==> src/rtl/wb_master_bridge.sv <==
// Wishbone B4 classic master: valid/ready command stream in, one bus cycle per command, valid/ready response out.
// Define WB_MASTER_RMW_EN to build the read-modify-write path (one CYC spanning read, GAP, write).
module wb_master_bridge #(
    parameter int ADDR_WIDTH     = 16,
    parameter int DATA_WIDTH     = 32,
    parameter int GRANULE        = 8,
    parameter int TIMEOUT_CYCLES = 64,
    localparam int SEL_WIDTH     = DATA_WIDTH / GRANULE
) (
    input  logic                  clk_i,
    input  logic                  rst_n_i,
    input  logic                  cmd_valid_i,
    output logic                  cmd_ready_o,
    input  logic                  cmd_we_i,
    input  logic                  cmd_rmw_i,
    input  logic [ADDR_WIDTH-1:0] cmd_adr_i,
    input  logic [DATA_WIDTH-1:0] cmd_dat_i,
    input  logic [SEL_WIDTH-1:0]  cmd_sel_i,
    output logic                  rsp_valid_o,
    input  logic                  rsp_ready_i,
    output logic [DATA_WIDTH-1:0] rsp_dat_o,
    output logic                  rsp_err_o,
    output logic                  rsp_timeout_o,
    output logic [ADDR_WIDTH-1:0] adr_o,
    output logic [DATA_WIDTH-1:0] dat_o,
    output logic [SEL_WIDTH-1:0]  sel_o,
    output logic                  we_o,
    output logic                  stb_o,
    output logic                  cyc_o,
    input  logic [DATA_WIDTH-1:0] dat_i,
    input  logic                  ack_i,
    input  logic                  err_i
);

    localparam int TW = (TIMEOUT_CYCLES > 1) ? $clog2(TIMEOUT_CYCLES + 1) : 1;
    localparam logic [TW-1:0] TMO_LAST = TW'((TIMEOUT_CYCLES > 0) ? TIMEOUT_CYCLES - 1 : 0);

`ifdef WB_MASTER_RMW_EN
    typedef enum logic [1:0] {IDLE, PHASE, GAP, RESP} state_t;
`else
    typedef enum logic [1:0] {IDLE, PHASE, RESP} state_t;
`endif

    function automatic logic [DATA_WIDTH-1:0] lane_mask(input logic [SEL_WIDTH-1:0] sel);
        logic [DATA_WIDTH-1:0] m;
        m = '0;
        for (int i = 0; i < SEL_WIDTH; i++) begin
            m[i*GRANULE +: GRANULE] = {GRANULE{sel[i]}};
        end
        return m;
    endfunction

    state_t                state_q, state_d;
    logic [ADDR_WIDTH-1:0] adr_q, adr_d;
    logic [DATA_WIDTH-1:0] dat_q, dat_d;
    logic [SEL_WIDTH-1:0]  sel_q, sel_d;
    logic                  we_q, we_d;
    logic                  stb_q, stb_d;
    logic                  cyc_q, cyc_d;
    logic                  rsp_valid_q, rsp_valid_d;
    logic [DATA_WIDTH-1:0] rsp_dat_q, rsp_dat_d;
    logic                  rsp_err_q, rsp_err_d;
    logic                  rsp_to_q, rsp_to_d;
    logic [TW-1:0]         tmo_q, tmo_d;
`ifdef WB_MASTER_RMW_EN
    logic                  rmw_q, rmw_d;
    logic                  rd_phase_q, rd_phase_d;
    logic [DATA_WIDTH-1:0] wdat_q, wdat_d;
    logic [SEL_WIDTH-1:0]  wsel_q, wsel_d;
`else
    logic                  unused_rmw;
    assign unused_rmw = cmd_rmw_i;
`endif

    always_comb begin
        state_d     = state_q;
        adr_d       = adr_q;
        dat_d       = dat_q;
        sel_d       = sel_q;
        we_d        = we_q;
        stb_d       = stb_q;
        cyc_d       = cyc_q;
        rsp_valid_d = rsp_valid_q;
        rsp_dat_d   = rsp_dat_q;
        rsp_err_d   = rsp_err_q;
        rsp_to_d    = rsp_to_q;
        tmo_d       = tmo_q;
`ifdef WB_MASTER_RMW_EN
        rmw_d       = rmw_q;
        rd_phase_d  = rd_phase_q;
        wdat_d      = wdat_q;
        wsel_d      = wsel_q;
`endif
        case (state_q)
            IDLE: begin
                if (cmd_valid_i) begin
                    adr_d   = cmd_adr_i;
                    dat_d   = cmd_dat_i;
                    sel_d   = cmd_sel_i;
                    we_d    = cmd_we_i;
                    stb_d   = 1'b1;
                    cyc_d   = 1'b1;
                    tmo_d   = '0;
                    state_d = PHASE;
`ifdef WB_MASTER_RMW_EN
                    rmw_d      = cmd_rmw_i;
                    rd_phase_d = cmd_rmw_i;
                    wdat_d     = cmd_dat_i;
                    wsel_d     = cmd_sel_i;
                    if (cmd_rmw_i) begin
                        we_d  = 1'b0;
                        sel_d = '1;
                    end
`endif
                end
            end
            PHASE: begin
                if (err_i) begin
                    stb_d       = 1'b0;
                    cyc_d       = 1'b0;
                    rsp_valid_d = 1'b1;
                    rsp_dat_d   = '0;
                    rsp_err_d   = 1'b1;
                    rsp_to_d    = 1'b0;
                    state_d     = RESP;
                end else if (ack_i) begin
                    stb_d       = 1'b0;
                    cyc_d       = 1'b0;
                    rsp_valid_d = 1'b1;
                    rsp_dat_d   = we_q ? '0 : (dat_i & lane_mask(sel_q));
                    rsp_err_d   = 1'b0;
                    rsp_to_d    = 1'b0;
                    state_d     = RESP;
`ifdef WB_MASTER_RMW_EN
                    // The RMW write phase reports the old word captured by its read phase.
                    if (rmw_q && we_q) begin
                        rsp_dat_d = rsp_dat_q;
                    end
                    if (rd_phase_q) begin
                        cyc_d       = 1'b1;
                        rsp_valid_d = 1'b0;
                        rd_phase_d  = 1'b0;
                        we_d        = 1'b1;
                        sel_d       = '1;
                        dat_d       = (dat_i & ~lane_mask(wsel_q)) | (wdat_q & lane_mask(wsel_q));
                        state_d     = GAP;
                    end
`endif
                end else if (TIMEOUT_CYCLES != 0 && tmo_q == TMO_LAST) begin
                    stb_d       = 1'b0;
                    cyc_d       = 1'b0;
                    rsp_valid_d = 1'b1;
                    rsp_dat_d   = '0;
                    rsp_err_d   = 1'b1;
                    rsp_to_d    = 1'b1;
                    state_d     = RESP;
                end else begin
                    tmo_d = tmo_q + 1'b1;
                end
            end
`ifdef WB_MASTER_RMW_EN
            GAP: begin
                stb_d   = 1'b1;
                tmo_d   = '0;
                state_d = PHASE;
            end
`endif
            RESP: begin
                if (rsp_ready_i) begin
                    rsp_valid_d = 1'b0;
                    state_d     = IDLE;
                end
            end
            default: state_d = IDLE;
        endcase
    end

    always_ff @(posedge clk_i or negedge rst_n_i) begin
        if (!rst_n_i) begin
            state_q     <= IDLE;
            adr_q       <= '0;
            dat_q       <= '0;
            sel_q       <= '0;
            we_q        <= 1'b0;
            stb_q       <= 1'b0;
            cyc_q       <= 1'b0;
            rsp_valid_q <= 1'b0;
            rsp_dat_q   <= '0;
            rsp_err_q   <= 1'b0;
            rsp_to_q    <= 1'b0;
            tmo_q       <= '0;
`ifdef WB_MASTER_RMW_EN
            rmw_q       <= 1'b0;
            rd_phase_q  <= 1'b0;
            wdat_q      <= '0;
            wsel_q      <= '0;
`endif
        end else begin
            state_q     <= state_d;
            adr_q       <= adr_d;
            dat_q       <= dat_d;
            sel_q       <= sel_d;
            we_q        <= we_d;
            stb_q       <= stb_d;
            cyc_q       <= cyc_d;
            rsp_valid_q <= rsp_valid_d;
            rsp_dat_q   <= rsp_dat_d;
            rsp_err_q   <= rsp_err_d;
            rsp_to_q    <= rsp_to_d;
            tmo_q       <= tmo_d;
`ifdef WB_MASTER_RMW_EN
            rmw_q       <= rmw_d;
            rd_phase_q  <= rd_phase_d;
            wdat_q      <= wdat_d;
            wsel_q      <= wsel_d;
`endif
        end
    end

    assign cmd_ready_o   = (state_q == IDLE);
    assign rsp_valid_o   = rsp_valid_q;
    assign rsp_dat_o     = rsp_dat_q;
    assign rsp_err_o     = rsp_err_q;
    assign rsp_timeout_o = rsp_to_q;
    assign adr_o         = adr_q;
    assign dat_o         = dat_q;
    assign sel_o         = sel_q;
    assign we_o          = we_q;
    assign stb_o         = stb_q;
    assign cyc_o         = cyc_q;

endmodule

==> config.mk <==
export PLATFORM = sky130hd
export DESIGN_NAME = wb_master_bridge
export DESIGN_NICKNAME = d
export VERILOG_FILES = /design/src/rtl/wb_master_bridge.sv
export SDC_FILE = /design/constraint.sdc
export NUM_CORES = 1
export LEC_CHECK = 0
export CAP_MARGIN = 20
export CELL_PAD_IN_SITES_DETAIL_PLACEMENT = 0
export CELL_PAD_IN_SITES_GLOBAL_PLACEMENT = 1
export CORE_AREA = 8 8 111 139
export DETAILED_ROUTE_END_ITERATION = 7
export DIE_AREA = 0 0 119 147
export GPL_TIMING_DRIVEN = 0
export PLACE_DENSITY = 0.89
export SLEW_MARGIN = 0
export SYNTH_ARGS = -nofsm -noshare
export SYNTH_HDL_FRONTEND = slang
export SYNTH_SLANG_ARGS = --single-unit
==> constraint.sdc <==
create_clock -name clk_i -period 2.2 [get_ports clk_i]
set_input_delay 0.22 -clock clk_i [delete_from_list [all_inputs] [get_ports clk_i]]
set_output_delay 0.22 -clock clk_i [all_outputs]
set_load 0.05 [all_outputs]
==> flow_summary.ini <==
[yosys]
synth_compound_area_frac = 0.105
netlist_area_sq_um = 4150
synthAdderAreaFrac = 0.0121
synth_edf_count = 0
yosysSeqAreaShare = 0.591
synth_top_area_frac = 0.591
synthXorXnorAreaFrac = 0
synth_area_leaders = dfrtp_1 (59%), mux2_2 (14%), and4_1 (6.8%)
synth_top_family_by_area = multiplexers
synthFlopType = dfrtp_1
yosysTopAreaCell = dfrtp_1
muxShareOfSynthArea = 0.144
ys_async_sr_fraction = 1.00
yosysUniqueCellTypes = 40
ys_ff_latch = 98
yosys_warnings = 0
synthCells = 304
syn_nets = 400
synth_area_per_cell_sq_um = 13.7
synthSimpleGateAreaFrac = 0.120

[drt]
wl_um = 12500
wl_met3_um = 950
wl_met2_um = 6730
met1_length_um = 4660
first_pass_iters = 4
viasPerCell = 4.84
drc_errors = 0
num_vias = 3284
ant_nets = 0
wl_per_cell_um = 18.5
drt_iter0_drc = 126
highest_layer = met4

[status]
status = finished, final reports clean

[finish]
drive_gt1_frac = 0.175
fin_nets = 594
area_growth_pct = 57.4
antenna_cells = 0
final_cells = 678

[clock_network]
cts_buffers = 9
clock-sinks = 98
clk_path_buf_depth = 2
htree_levels = 3
post-cts-setup-buffers = 0
cts_tree = built
clock_latency_ns = 0.33
path_clk_slew_ns = 0.07
clock-root-buffer = clkbuf_16

[timing]
setup_viol = 0
hold_violations = 0
max_freq_mhz = 500
fin_skew_ns = 0.00494
period_share = 0.909
setup_tns_ns = 0
fin_crit_ns = 2.00
maxSlewViolCount = 0
relSlewSlack = 0.539
tightest_slew_ns = 0.692
rsz0062_at_grt = no

[grt]
track_usage = 0.144
grt_pass1_wl_um = 20100
grt_pass1_vias = 3631
overflow = 0
grt_max_degree = 51
antenna_found_initial = 0

[critical_path]
critPathMaxFanout = 10
crit_start = state_q[0]
required_ns = 2.42
path_class = register to register
r2r-end = adr_o[4]
start_kind = register
rrSetupSlack_ns = 0.20
reg2reg_from = state_q[0]
crit_arrival_ns = 2.22
endpoint = adr_o[4]
endpoint_kind = register
r2r_cells = 5

[floorplanning]
row_count = 48
fp.dieW_um = 119
io-pin-count = 183
die_h_um = 147
dieArea_sq_um = 17500
core_area_sq_um = 13400
initial_core_util = 0.310

[pwr]
pwr_density_cell_nw_per_um2 = 1530
ir_drop_mv = 0.934
total_power_mw = 10.0
p_leak_nw = 3.06

[min_path]
hp-class = input port to async pin

[placement]
dp_hpwl_um = 9900
place.gp.congestion = 0.812
io_buffers = 181
dp_cells = 661

[job]
maxCapViolCount = 0
==> Yosys cell counts, types with 3 or more instances <==
| library cell | n |
|---|---|
| clkbuf_1 | 4 |
| clkbuf_2 | 3 |
| nand3_1 | 5 |
| a21o_1 | 32 |
| nand2_1 | 7 |
| a31oi_1 | 4 |
| inv_1 | 4 |
| o21ai_0 | 4 |
| ha_1 | 4 |
| nand2b_1 | 4 |
| and4_1 | 32 |
| buf_2 | 6 |
| nand4_1 | 3 |
| nor2_1 | 4 |
| a21oi_1 | 5 |
| dfrtp_1 | 98 |
| buf_6 | 3 |
| and2_0 | 4 |
| mux2_2 | 53 |
==> final cells by class <==
cell class / instances / area (sq um)
Clock buffer: 10 / 229
Fill cell: 1212 / 6860
Clock inverter: 6 / 90.1
Multi-Input combinational cell: 185 / 1580
Buffer: 17 / 101
Tap cell: 175 / 219
Timing Repair Buffer: 183 / 1850
Sequential cell: 98 / 2450
Inverter: 4 / 15.0
==> logic make-up (layout without fill, tap and decap cells) <==
kind of cell               count (synthesis)  after routing
AOI/OAI and AO/OA                         59             59
adders and majority gates                  4              4
buffers and inverters                     21            220
DFF                                       98             98
muxes                                     53             53
and+or+nand+nor                           69             69
==> worst max-delay path: stages (launching register included) <==
cell and delay [ns]:
dfrtp_1 0.38, inv_1 0.07, ha_1 0.27, nand2_1 0.41, buf_2 0.36, mux2_2 0.38
==> layer usage <==
metal	global-route usage	up-vias
li1	-	1511
met1	0.147	1642
met2	0.262	119
met3	0.0553	12
met4	0.0463	0
met5	0	-
==> through the flow <==
stage	area (sq um)	worst slack [ns]	hold slack (ns)	utilization
floorplan	4150	0.268	-0.0756	-
global placement	6180	-2.64	0.460	0.462
detailed placement	6210	-0.116	0.307	0.463
CTS	6530	0.128	0.476	0.488
global route	6530	0.0430	0.480	0.488
finish	6530	0.199	0.464	0.488
==> state kept, by name, indices dropped and copies added (netlist names) <==
name           cells
dat_o             32
rsp_dat_o         32
adr_o             16
tmo_q              7
sel_o              4
state_q            2
cyc_o              1
rsp_err_o          1
rsp_timeout_o      1
rsp_valid_o        1
we_o               1
==> layout by cell type (no fill, tap or decap), types with 5 or more instances in the layout <==
cell,n
buf_2,6
nand3_1,5
clkbuf_1,5
a21oi_1,5
dfrtp_1,98
mux2_2,53
clkdlybuf4s50_1,179
and4_1,32
a21o_1,32
nand2_1,7
clkbuf_16,9
==> repair_timing <==
action,CTS,global route
setup endpoints to repair,1,0
hold buffers,1,0
resized for setup,1,0
hold endpoints to repair,49,0
==> how the worst min path moves through the flow <==
stage	start	endpoint	slack, ns	cells past startpoint
floorplan	rst_n_i	adr_o[0]	-0.08	0
global placement	rsp_dat_o[31]	rsp_dat_o[31]	0.46	1
detailed placement	rst_n_i	adr_o[5]	0.31	1
CTS	cmd_adr_i[14]	adr_o[14]	0.48	2
global route	cmd_dat_i[25]	dat_o[25]	0.48	2
finish	rst_n_i	dat_o[30]	0.46	2
==> power breakdown <==
group	switching (mW)	internal, mW	total [mW]
logic	3.47	1.99	5.46
registers	0.382	2.47	2.85
clock network	0.684	1.00	1.69
Power figures use the tool's default switching activity.
